**src/rtl/gcn_combination_if.sv**
```systemverilog
//------------------------------------------------------------------------------
// Module      : gcn_combination_if
// Description : Feature, weight-load and result bundle of the GCN combination stage.
// Revision    : 1.0 - initial release
//------------------------------------------------------------------------------
`default_nettype none

interface gcn_combination_if #(
    parameter int AGGR_OUT_SIZE = 7,
    parameter int WEIGHT_SIZE   = 4,
    parameter int COMB_OUT_SIZE = 8
) ();
    logic                       in_ready_comb;
    logic [16*AGGR_OUT_SIZE-1:0] feat_in;
    logic                       w_wr_en;
    logic [2:0]                 w_addr;
    logic [WEIGHT_SIZE-1:0]     w_data;
    logic                       busy;
    logic                       out_ready_comb;
    logic [8*COMB_OUT_SIZE-1:0] y_out;
    logic                       overrun;

    modport master (
        output in_ready_comb, feat_in, w_wr_en, w_addr, w_data,
        input  busy, out_ready_comb, y_out, overrun
    );

    modport slave (
        input  in_ready_comb, feat_in, w_wr_en, w_addr, w_data,
        output busy, out_ready_comb, y_out, overrun
    );
endinterface

`default_nettype wire

```
**src/rtl/gcn_combination.sv**
```systemverilog
//------------------------------------------------------------------------------
// Module      : gcn_combination
// Description : 4-node x 4-feature by 4x2 weight multiply, 4 parallel MACs over
//               8 cycles, saturated outputs. Optional ReLU via COMB_RELU_EN.
// Revision    : 1.0 - initial release
//------------------------------------------------------------------------------
`default_nettype none

module gcn_combination #(
    parameter int AGGR_OUT_SIZE = 7,
    parameter int WEIGHT_SIZE   = 4,
    parameter int COMB_OUT_SIZE = 8
) (
    input  logic               clk,
    input  logic               rst,
    gcn_combination_if.slave   bus
);
    localparam int PROD_W = AGGR_OUT_SIZE + WEIGHT_SIZE;
    localparam int ACC_W  = PROD_W + 2;
    localparam logic signed [ACC_W-1:0] c_sat_max = ACC_W'((1 <<< (COMB_OUT_SIZE - 1)) - 1);
    localparam logic signed [ACC_W-1:0] c_sat_min = ~c_sat_max;

    typedef enum logic [1:0] {
        S_IDLE = 2'd0,
        S_ACC  = 2'd1,
        S_DONE = 2'd2
    } state_t;

    state_t                            state_q, state_d;
    logic [2:0]                        cnt_q;
    logic [16*AGGR_OUT_SIZE-1:0]       x_q;
    logic signed [ACC_W-1:0]           acc_q [4];
    logic [COMB_OUT_SIZE-1:0]          hold_q [8];
    logic signed [WEIGHT_SIZE-1:0]     w_q [8];
    logic [8*COMB_OUT_SIZE-1:0]        y_q;
    logic                              ready_q;
    logic                              busy_q, busy_d;
    logic                              overrun_q;
    logic signed [ACC_W-1:0]           sum_w [4];
    logic signed [WEIGHT_SIZE-1:0]     w_sel;

    function automatic logic [COMB_OUT_SIZE-1:0] sat_fn(input logic signed [ACC_W-1:0] v);
        logic [COMB_OUT_SIZE-1:0] r;
        if (v > c_sat_max)
            r = c_sat_max[COMB_OUT_SIZE-1:0];
        else if (v < c_sat_min)
            r = c_sat_min[COMB_OUT_SIZE-1:0];
        else
            r = v[COMB_OUT_SIZE-1:0];
`ifdef COMB_RELU_EN
        if (r[COMB_OUT_SIZE-1])
            r = '0;
`endif
        return r;
    endfunction

    // Weight address {o,f} coincides with the step counter, so cnt indexes W directly
    assign w_sel = w_q[cnt_q];

    for (genvar n = 0; n < 4; n++) begin : g_node
        logic signed [AGGR_OUT_SIZE-1:0] x_sel;
        logic signed [PROD_W-1:0]        prod;
        assign x_sel    = x_q[(n*4 + int'(cnt_q[1:0]))*AGGR_OUT_SIZE +: AGGR_OUT_SIZE];
        assign prod     = x_sel * w_sel;
        assign sum_w[n] = acc_q[n] + ACC_W'(prod);
    end

    always_comb begin
        state_d = state_q;
        case (state_q)
            S_IDLE:  if (bus.in_ready_comb) state_d = S_ACC;
            S_ACC:   if (cnt_q == 3'd7)     state_d = S_DONE;
            S_DONE:  state_d = S_IDLE;
            default: state_d = S_IDLE;
        endcase
        // busy stays up through the result cycle so it falls one edge after DONE
        busy_d = (state_d != S_IDLE) || (state_q == S_DONE);
    end

    always_ff @(posedge clk) begin
        if (rst) begin
            state_q   <= S_IDLE;
            cnt_q     <= '0;
            x_q       <= '0;
            y_q       <= '0;
            ready_q   <= 1'b0;
            busy_q    <= 1'b0;
            overrun_q <= 1'b0;
            for (int n = 0; n < 4; n++) acc_q[n]  <= '0;
            for (int k = 0; k < 8; k++) hold_q[k] <= '0;
            for (int k = 0; k < 8; k++) w_q[k]    <= '0;
        end else begin
            state_q <= state_d;
            busy_q  <= busy_d;
            ready_q <= 1'b0;
            if (bus.in_ready_comb && state_q != S_IDLE)
                overrun_q <= 1'b1;
            if (bus.w_wr_en && state_q == S_IDLE)
                w_q[bus.w_addr] <= bus.w_data;
            case (state_q)
                S_IDLE: begin
                    if (bus.in_ready_comb) begin
                        x_q   <= bus.feat_in;
                        cnt_q <= '0;
                        for (int n = 0; n < 4; n++) acc_q[n] <= '0;
                    end
                end
                S_ACC: begin
                    for (int n = 0; n < 4; n++) begin
                        if (cnt_q[1:0] == 2'd3) begin
                            hold_q[{n[1:0], cnt_q[2]}] <= sat_fn(sum_w[n]);
                            acc_q[n] <= '0;
                        end else begin
                            acc_q[n] <= sum_w[n];
                        end
                    end
                    cnt_q <= cnt_q + 3'd1;
                end
                S_DONE: begin
                    for (int k = 0; k < 8; k++) y_q[k*COMB_OUT_SIZE +: COMB_OUT_SIZE] <= hold_q[k];
                    ready_q <= 1'b1;
                end
                default: ;
            endcase
        end
    end

    assign bus.busy           = busy_q;
    assign bus.out_ready_comb = ready_q;
    assign bus.y_out          = y_q;
    assign bus.overrun        = overrun_q;

endmodule

`default_nettype wire

```
**src/flat_wrapper.sv**
```systemverilog
// flat-port wrapper written by rule: the top's interface ports become plain ports
module gcn_combination_flat 
#(
    parameter int AGGR_OUT_SIZE = 7,
    parameter int WEIGHT_SIZE   = 4,
    parameter int COMB_OUT_SIZE = 8
)
  (clk, rst, bus_in_ready_comb, bus_feat_in, bus_w_wr_en, bus_w_addr, bus_w_data, bus_busy, bus_out_ready_comb, bus_y_out, bus_overrun);
  gcn_combination_if #(.AGGR_OUT_SIZE(AGGR_OUT_SIZE), .WEIGHT_SIZE(WEIGHT_SIZE), .COMB_OUT_SIZE(COMB_OUT_SIZE)) bus_i ();
  input  logic clk;
  input  logic rst;
  input wire logic [$bits(bus_i.in_ready_comb)-1:0] bus_in_ready_comb;
  input wire logic [$bits(bus_i.feat_in)-1:0] bus_feat_in;
  input wire logic [$bits(bus_i.w_wr_en)-1:0] bus_w_wr_en;
  input wire logic [$bits(bus_i.w_addr)-1:0] bus_w_addr;
  input wire logic [$bits(bus_i.w_data)-1:0] bus_w_data;
  output wire logic [$bits(bus_i.busy)-1:0] bus_busy;
  output wire logic [$bits(bus_i.out_ready_comb)-1:0] bus_out_ready_comb;
  output wire logic [$bits(bus_i.y_out)-1:0] bus_y_out;
  output wire logic [$bits(bus_i.overrun)-1:0] bus_overrun;
  assign bus_i.in_ready_comb = bus_in_ready_comb;
  assign bus_i.feat_in = bus_feat_in;
  assign bus_i.w_wr_en = bus_w_wr_en;
  assign bus_i.w_addr = bus_w_addr;
  assign bus_i.w_data = bus_w_data;
  assign bus_busy = bus_i.busy;
  assign bus_out_ready_comb = bus_i.out_ready_comb;
  assign bus_y_out = bus_i.y_out;
  assign bus_overrun = bus_i.overrun;
  gcn_combination #(.AGGR_OUT_SIZE(AGGR_OUT_SIZE), .WEIGHT_SIZE(WEIGHT_SIZE), .COMB_OUT_SIZE(COMB_OUT_SIZE)) u_core (.clk(clk), .rst(rst), .bus(bus_i));
endmodule
```
**config.mk**
```make
export PLATFORM = sky130hd
export DESIGN_NAME = gcn_combination_flat
export DESIGN_NICKNAME = d
export VERILOG_FILES = /design/src/rtl/gcn_combination_if.sv /design/src/rtl/gcn_combination.sv /design/src/flat_wrapper.sv
export SDC_FILE = /design/constraint.sdc
export NUM_CORES = 1
export LEC_CHECK = 0
export BUFFER_PORTS_ARGS = -buffer_cell sky130_fd_sc_hd__buf_2
export CELL_PAD_IN_SITES_DETAIL_PLACEMENT = 1
export CELL_PAD_IN_SITES_GLOBAL_PLACEMENT = 1
export CORE_UTILIZATION = 39
export CTS_CLUSTER_DIAMETER = 150
export DETAILED_ROUTE_END_ITERATION = 12
export PLACE_DENSITY_LB_ADDON = 0.1
export SYNTH_ARGS = -nofsm -noshare
export SYNTH_HDL_FRONTEND = slang
export SYNTH_SLANG_ARGS = --single-unit
```
**constraint.sdc**
```tcl
create_clock -name clk -period 25.1 [get_ports clk]
set_input_delay 5.02 -clock clk [delete_from_list [all_inputs] [get_ports clk]]
set_output_delay 5.02 -clock clk [all_outputs]
set_load 0.01 [all_outputs]
```
After elaboration in Yosys (flattened, before gate mapping)
Memory sizes are Yosys's and may differ from the RTL's. A register that Yosys moved wholly into a read port is not among the register bits. Cells that the tools add are included. Widths: inputs -> output; s select.

Register bits: 120. Bits in writable memories: 148. Input port bits: 123. Output and inout bits: 67. Logic and storage cells: 140. Memories: 3.

Memory list: u_core.hold_q (words 8, width 8, rd ports 8, clocked after Yosys merged registers in 8, write ports 8, RTL line gcn_combination.sv:33) `logic [COMB_OUT_SIZE-1:0] hold_q [8];`; u_core.acc_q (words 4, width 13, rd ports 4, clocked after Yosys merged registers in 0, write ports 4, RTL line gcn_combination.sv:32) `logic signed [ACC_W-1:0] acc_q [4];`; u_core.w_q (words 8, width 4, rd ports 1, clocked after Yosys merged registers in 1, write ports 8, RTL line gcn_combination.sv:34) `logic signed [WEIGHT_SIZE-1:0] w_q [8];`.

Add/subtract/negate cells: 8. $mul: 8. $lt $le $gt $ge: 8. Equality and inequality tests: 5. Shifts and indexed selects: 4. Mux-type cells: 72. Bitwise logic cells: 12. Reduce and logical (&&, ||, !) cells: 14.

Operators by type and width (count): $shiftx 112x32->7 (3); $mux 8 (24); $mux 13 (12); $shiftx 112x6->7 (1); $mul 32x4->32 const B (3); $add 13x11->13 (4); $gt 13x8->1 const B (4); $lt 13x8->1 const B (4); $mul 7x4->11 (4); $reduce_or 8->1 (4); $mux 3 (8); $mux 1 (23); $or 1x1->1 (12); $add 4x2->5 const A (2); $pmux 3 s2 (1); $reduce_bool 2->1 (3); $mul 2x3->5 const B (1); $add 3x2->4 const A (1); $eq 2x2->1 const B (2); $mux 2 (2); $mux 4 (1); $pmux 2 s2 (1); $reduce_and 2->1 (2); $reduce_or 4->1 (1); 7 further kinds (8).

Longest topological paths before layout
Depth after elaboration: 12. Mapped depth: 42. Mapped depth without buffers: 29.

Least setup slack after synthesis
OpenSTA, ideal clock, no wires.

Kind: flip-flop to flip-flop. From: register u_core.cnt_q[0]. To: memory u_core.hold_q[4][0] (data pin). Setup time: 0.131 ns. Arrival: 9.900 ns. Setup slack: 15.070 ns. Stages on the path, launching flop included: 41. Buffers on the path: 13. Period minus slack after synthesis: 10.030 ns. Path through: dfxtp_1 > buf_2 > buf_2 > buf_4 > inv_1 > buf_1 > ha_1 > buf_2 > buf_2 > buf_4 > clkbuf_1 > buf_2 > buf_1 > nand3b_1 > ha_1 > clkbuf_1 > clkbuf_1 > mux4_2 > [5 not listed] > o21ai_0 > o21ai_0 > or2_2 > fa_1 > fa_1 > fa_1 > inv_1 > ha_1 > a21o_1 > a21oi_1 > o21bai_1 > a2111oi_0 > nor3_1 > xnor2_1 > or4b_2 > o21ai_1 > buf_2 > a31o_2.

RTL lines: start: declaration (RTL line gcn_combination.sv:30) `logic [2:0] cnt_q;`; start signal: assignment (RTL line gcn_combination.sv:117) `cnt_q <= cnt_q + 3'd1;`; end: declaration (RTL line gcn_combination.sv:33).

==> results_dict.tcl <==
set metrics [dict create \
    synthCells 2545 \
    cp_top_family "adder cells" \
    grt_overflow 0 \
    preCtsSetupSlack_ps 14500 \
    drive_gt1_share_pct 20.1 \
    cts_buffers 40 \
    synth.cell_area_um2 24900 \
    synth_nets 2895 \
    final_cells 3513 \
    row_count 92 \
    cts_sinks 335 \
    mostFrequentLayoutCells "470 x nand2_1, 240 x a21oi_1, 215 x inv_1, 199 x dfxtp_1, 188 x buf_2" \
    yosysWarningCount 0 \
    max_stage_delay_ps 1030 \
    cp_max_fo 74 \
    holdCritPathClass "reg -> reg" \
    critical_path.slowest_cell "ha_4" \
    finClkSkew_ps 29.9 \
    numPortBuffers 189 \
    relSlewSlack_pct 22.7 \
    max_freq_ghz 0.0932 \
    irDropWorstVdd_v 0.0000422 \
    routedWlPerCell_um 20.8 \
    totalWireLength_um 73100 \
    hpwl_um 54700 \
    cp.required_ps 25540 \
    cp.arrival_ps 11170 \
    die_w_um 255 \
    grt_pass1_wl_um 116000 \
    htree_levels 2 \
    grt_pass1_vias 20500 \
    holdBufCountCts 0 \
    tightestPinTransition_ps 1160 \
    insertion_delay_ps 580 \
    final_nets 2986 \
    core_area_um2 63200 \
    final.setup.tns_ps 0 \
    synthTopCellsByArea "edfxtp_1 16%, mux4_2 16%, dfxtp_1 16%" \
    dp_cells 3440 \
    grt_usage_pct 22.9 \
    grt_setup_unrepaired "false" \
    seq_area_frac_synth_pct 32.3 \
    grt_max_degree 109 \
    mostFrequentLayoutCell "nand2_1" \
    drt_iter0_drc 1098 \
    setup_viol 0 \
    syn-mean-instance-area_um2 9.80 \
    start_util_pct 39.5 \
    gp_congestion 0.889 \
    vias 19500 \
    syn2layout_area_growth_pct 12.0 \
    path_buf_inv 3 \
    cts_buffer_depth 3 \
    drtPass1Iterations 5 \
    synth_top_area_share_pct 16.2 \
    antenna_found_initial 0 \
    die_area_um2 65000 \
    critical_path_class "reg -> reg" \
    clkTransAtPathRegs_ps 60 \
    finalHoldViolCount 0 \
    route.detailed.drc 0 \
    io_pins 190 \
    period_needed_ps 10730 \
    finalWorstSetupSlack_ps 14370 \
    post_cts_buffers 0 \
    p_leak_nw 11.3 \
    die_h_um 255 \
    critPathCaptureType "flip-flop" \
    status "finished clean" \
    cp_cell_sequence "inv_1 > ha_4 > buf_4 > mux4_2 > mux4_2 > mux4_2 > o21ai_1 > nand2b_1 > fa_1 > fa_1 > fa_1 > inv_1 > ha_1 > a21o_1 > a21oi_1 > o21bai_1 > a2111oi_0 > nor3_1 > xnor2_1 > or4b_2 > o21ai_1 > a31o_2" \
    final_antenna_net_count 0 \
    cp-start-kind "flip-flop" \
    synth_edf_count 135 \
    fin_util_pct 44.2 \
    synth_area_leader_cell "edfxtp_1" \
    dpl-instance-area_um2 26600 \
    via_per_inst 5.55 \
    maxSlewViolCount 0 \
    synthFlopType "dfxtp_1" \
    cts_tree "yes" \
    async_reset_ff_share_pct 0 \
    cts_resized 0 \
    ys_ff_latch 335 \
    drv_cap 0 \
    stdcell_area_um2 27900 \
    finalCritPeriodShare_pct 42.7 \
    power_density_nw_per_um2 73.4 \
    yosysUniqueCellTypes 71 \
    antenna_cells 0 \
    root_buffer "clkbuf_16" \
]
-- synthesized netlist by cell type (all sizes together), types with 3 or more instances --
cell type / number
a211o: 3
a211oi: 37
a21o: 17
a21oi: 240
a221o: 3
a22oi: 9
a311oi: 4
a31o: 22
a31oi: 10
and2: 57
and3: 5
buf: 52
clkbuf: 120
dfxtp: 200
edfxtp: 135
fa: 110
ha: 117
inv: 217
mux2: 17
mux2i: 71
mux4: 179
nand2: 473
nand2b: 26
nand3: 11
nand4: 5
nor2: 148
nor2b: 45
nor3: 15
o211ai: 3
o21ai: 58
o21bai: 4
o22a: 6
o22ai: 6
o311a: 3
or2: 19
or3: 9
or4: 4
xnor2: 36
xor2: 17
-- worst reg2reg max path, delay by kind of cell, from the launching register on --
kind | cells | cell delay [ps]
fa+ha+maj | 5 | 2790
flops | 1 | 840
xor+xnor | 1 | 180
simple gates | 3 | 950
buf+inv | 3 | 1550
mux | 3 | 1600
compound gates | 7 | 2720
-- per-layer routing --
layer  GRT usage (%)  vias up  routed length [um]
met5               0        -                   0
met3            2.91      131                3280
met4            7.72        0                2270
met1            30.8     9780               32900
li1                -     9060                   -
met2            38.0      531               34600
-- path summary, 6_finish.rpt --
| check | end | start | depth (start not counted) | slack (ps) |
|---|---|---|---|---|
| setup reg to reg | u_core.hold_q[4][6]$_SDFFCE_PN0P_ | u_core.cnt_q[0]$_SDFFE_PP0P_ | 22 | 14370 |
| hold reg to reg | bus_y_out[3]$_SDFFE_PP0P_ | bus_y_out[3]$_SDFFE_PP0P_ | 2 | 450 |
| setup / recovery | u_core.hold_q[4][6]$_SDFFCE_PN0P_ | u_core.cnt_q[0]$_SDFFE_PP0P_ | 22 | 14370 |
| hold / removal | bus_y_out[3]$_SDFFE_PP0P_ | bus_y_out[3]$_SDFFE_PP0P_ | 2 | 450 |
-- registers in the layout, summed over array words and instances, names as in the netlist, 2 cells and up, named ones only --
register        flops
bus_y_out          64
u_core.state_q      2
u_core.cnt_q        3
u_core.hold_q      64
u_core.w_q         32
u_core.acc_q       52
u_core.x_q        112
-- per-stage QoR --
step                      hold WS [ps]  power, mW
after floorplan                    443       1.25
after CTS                          455       2.08
after global routing               466       2.19
final                              449       2.05
after detailed placement           440       1.47
after global placement             441       1.44
-- kinds of logic after synthesis --
logic type	count (synthesis)	share of synthesized area, %
XOR/XNOR	53	1.86
AO/OA/AOI/OAI	446	10.8
buffers and inverters	390	6.10
multiplexers	267	19.8
AND/OR/NAND/NOR	827	14.5
flip-flops	335	32.3
adder cells (fa/ha/maj)	227	14.7
-- report_power, final --
part           internal, mW  switching [mW]
Combinational         0.322           0.497
Sequential            0.603          0.0336
Clock                 0.351           0.244
Total                  1.28           0.775
-- area by class of cell --
| type | instances | area [um^2] |
|---|---|---|
| repair buffers | 221 | 1190 |
| flip-flops and latches | 335 | 8060 |
| inverters | 218 | 818 |
| well taps | 846 | 1060 |
| multi-input cells | 1820 | 15400 |
| clock inverters | 12 | 86.3 |
| fillers | 7106 | 35300 |
| clock buffers | 61 | 1270 |
Power figures use the tool's default switching activity.
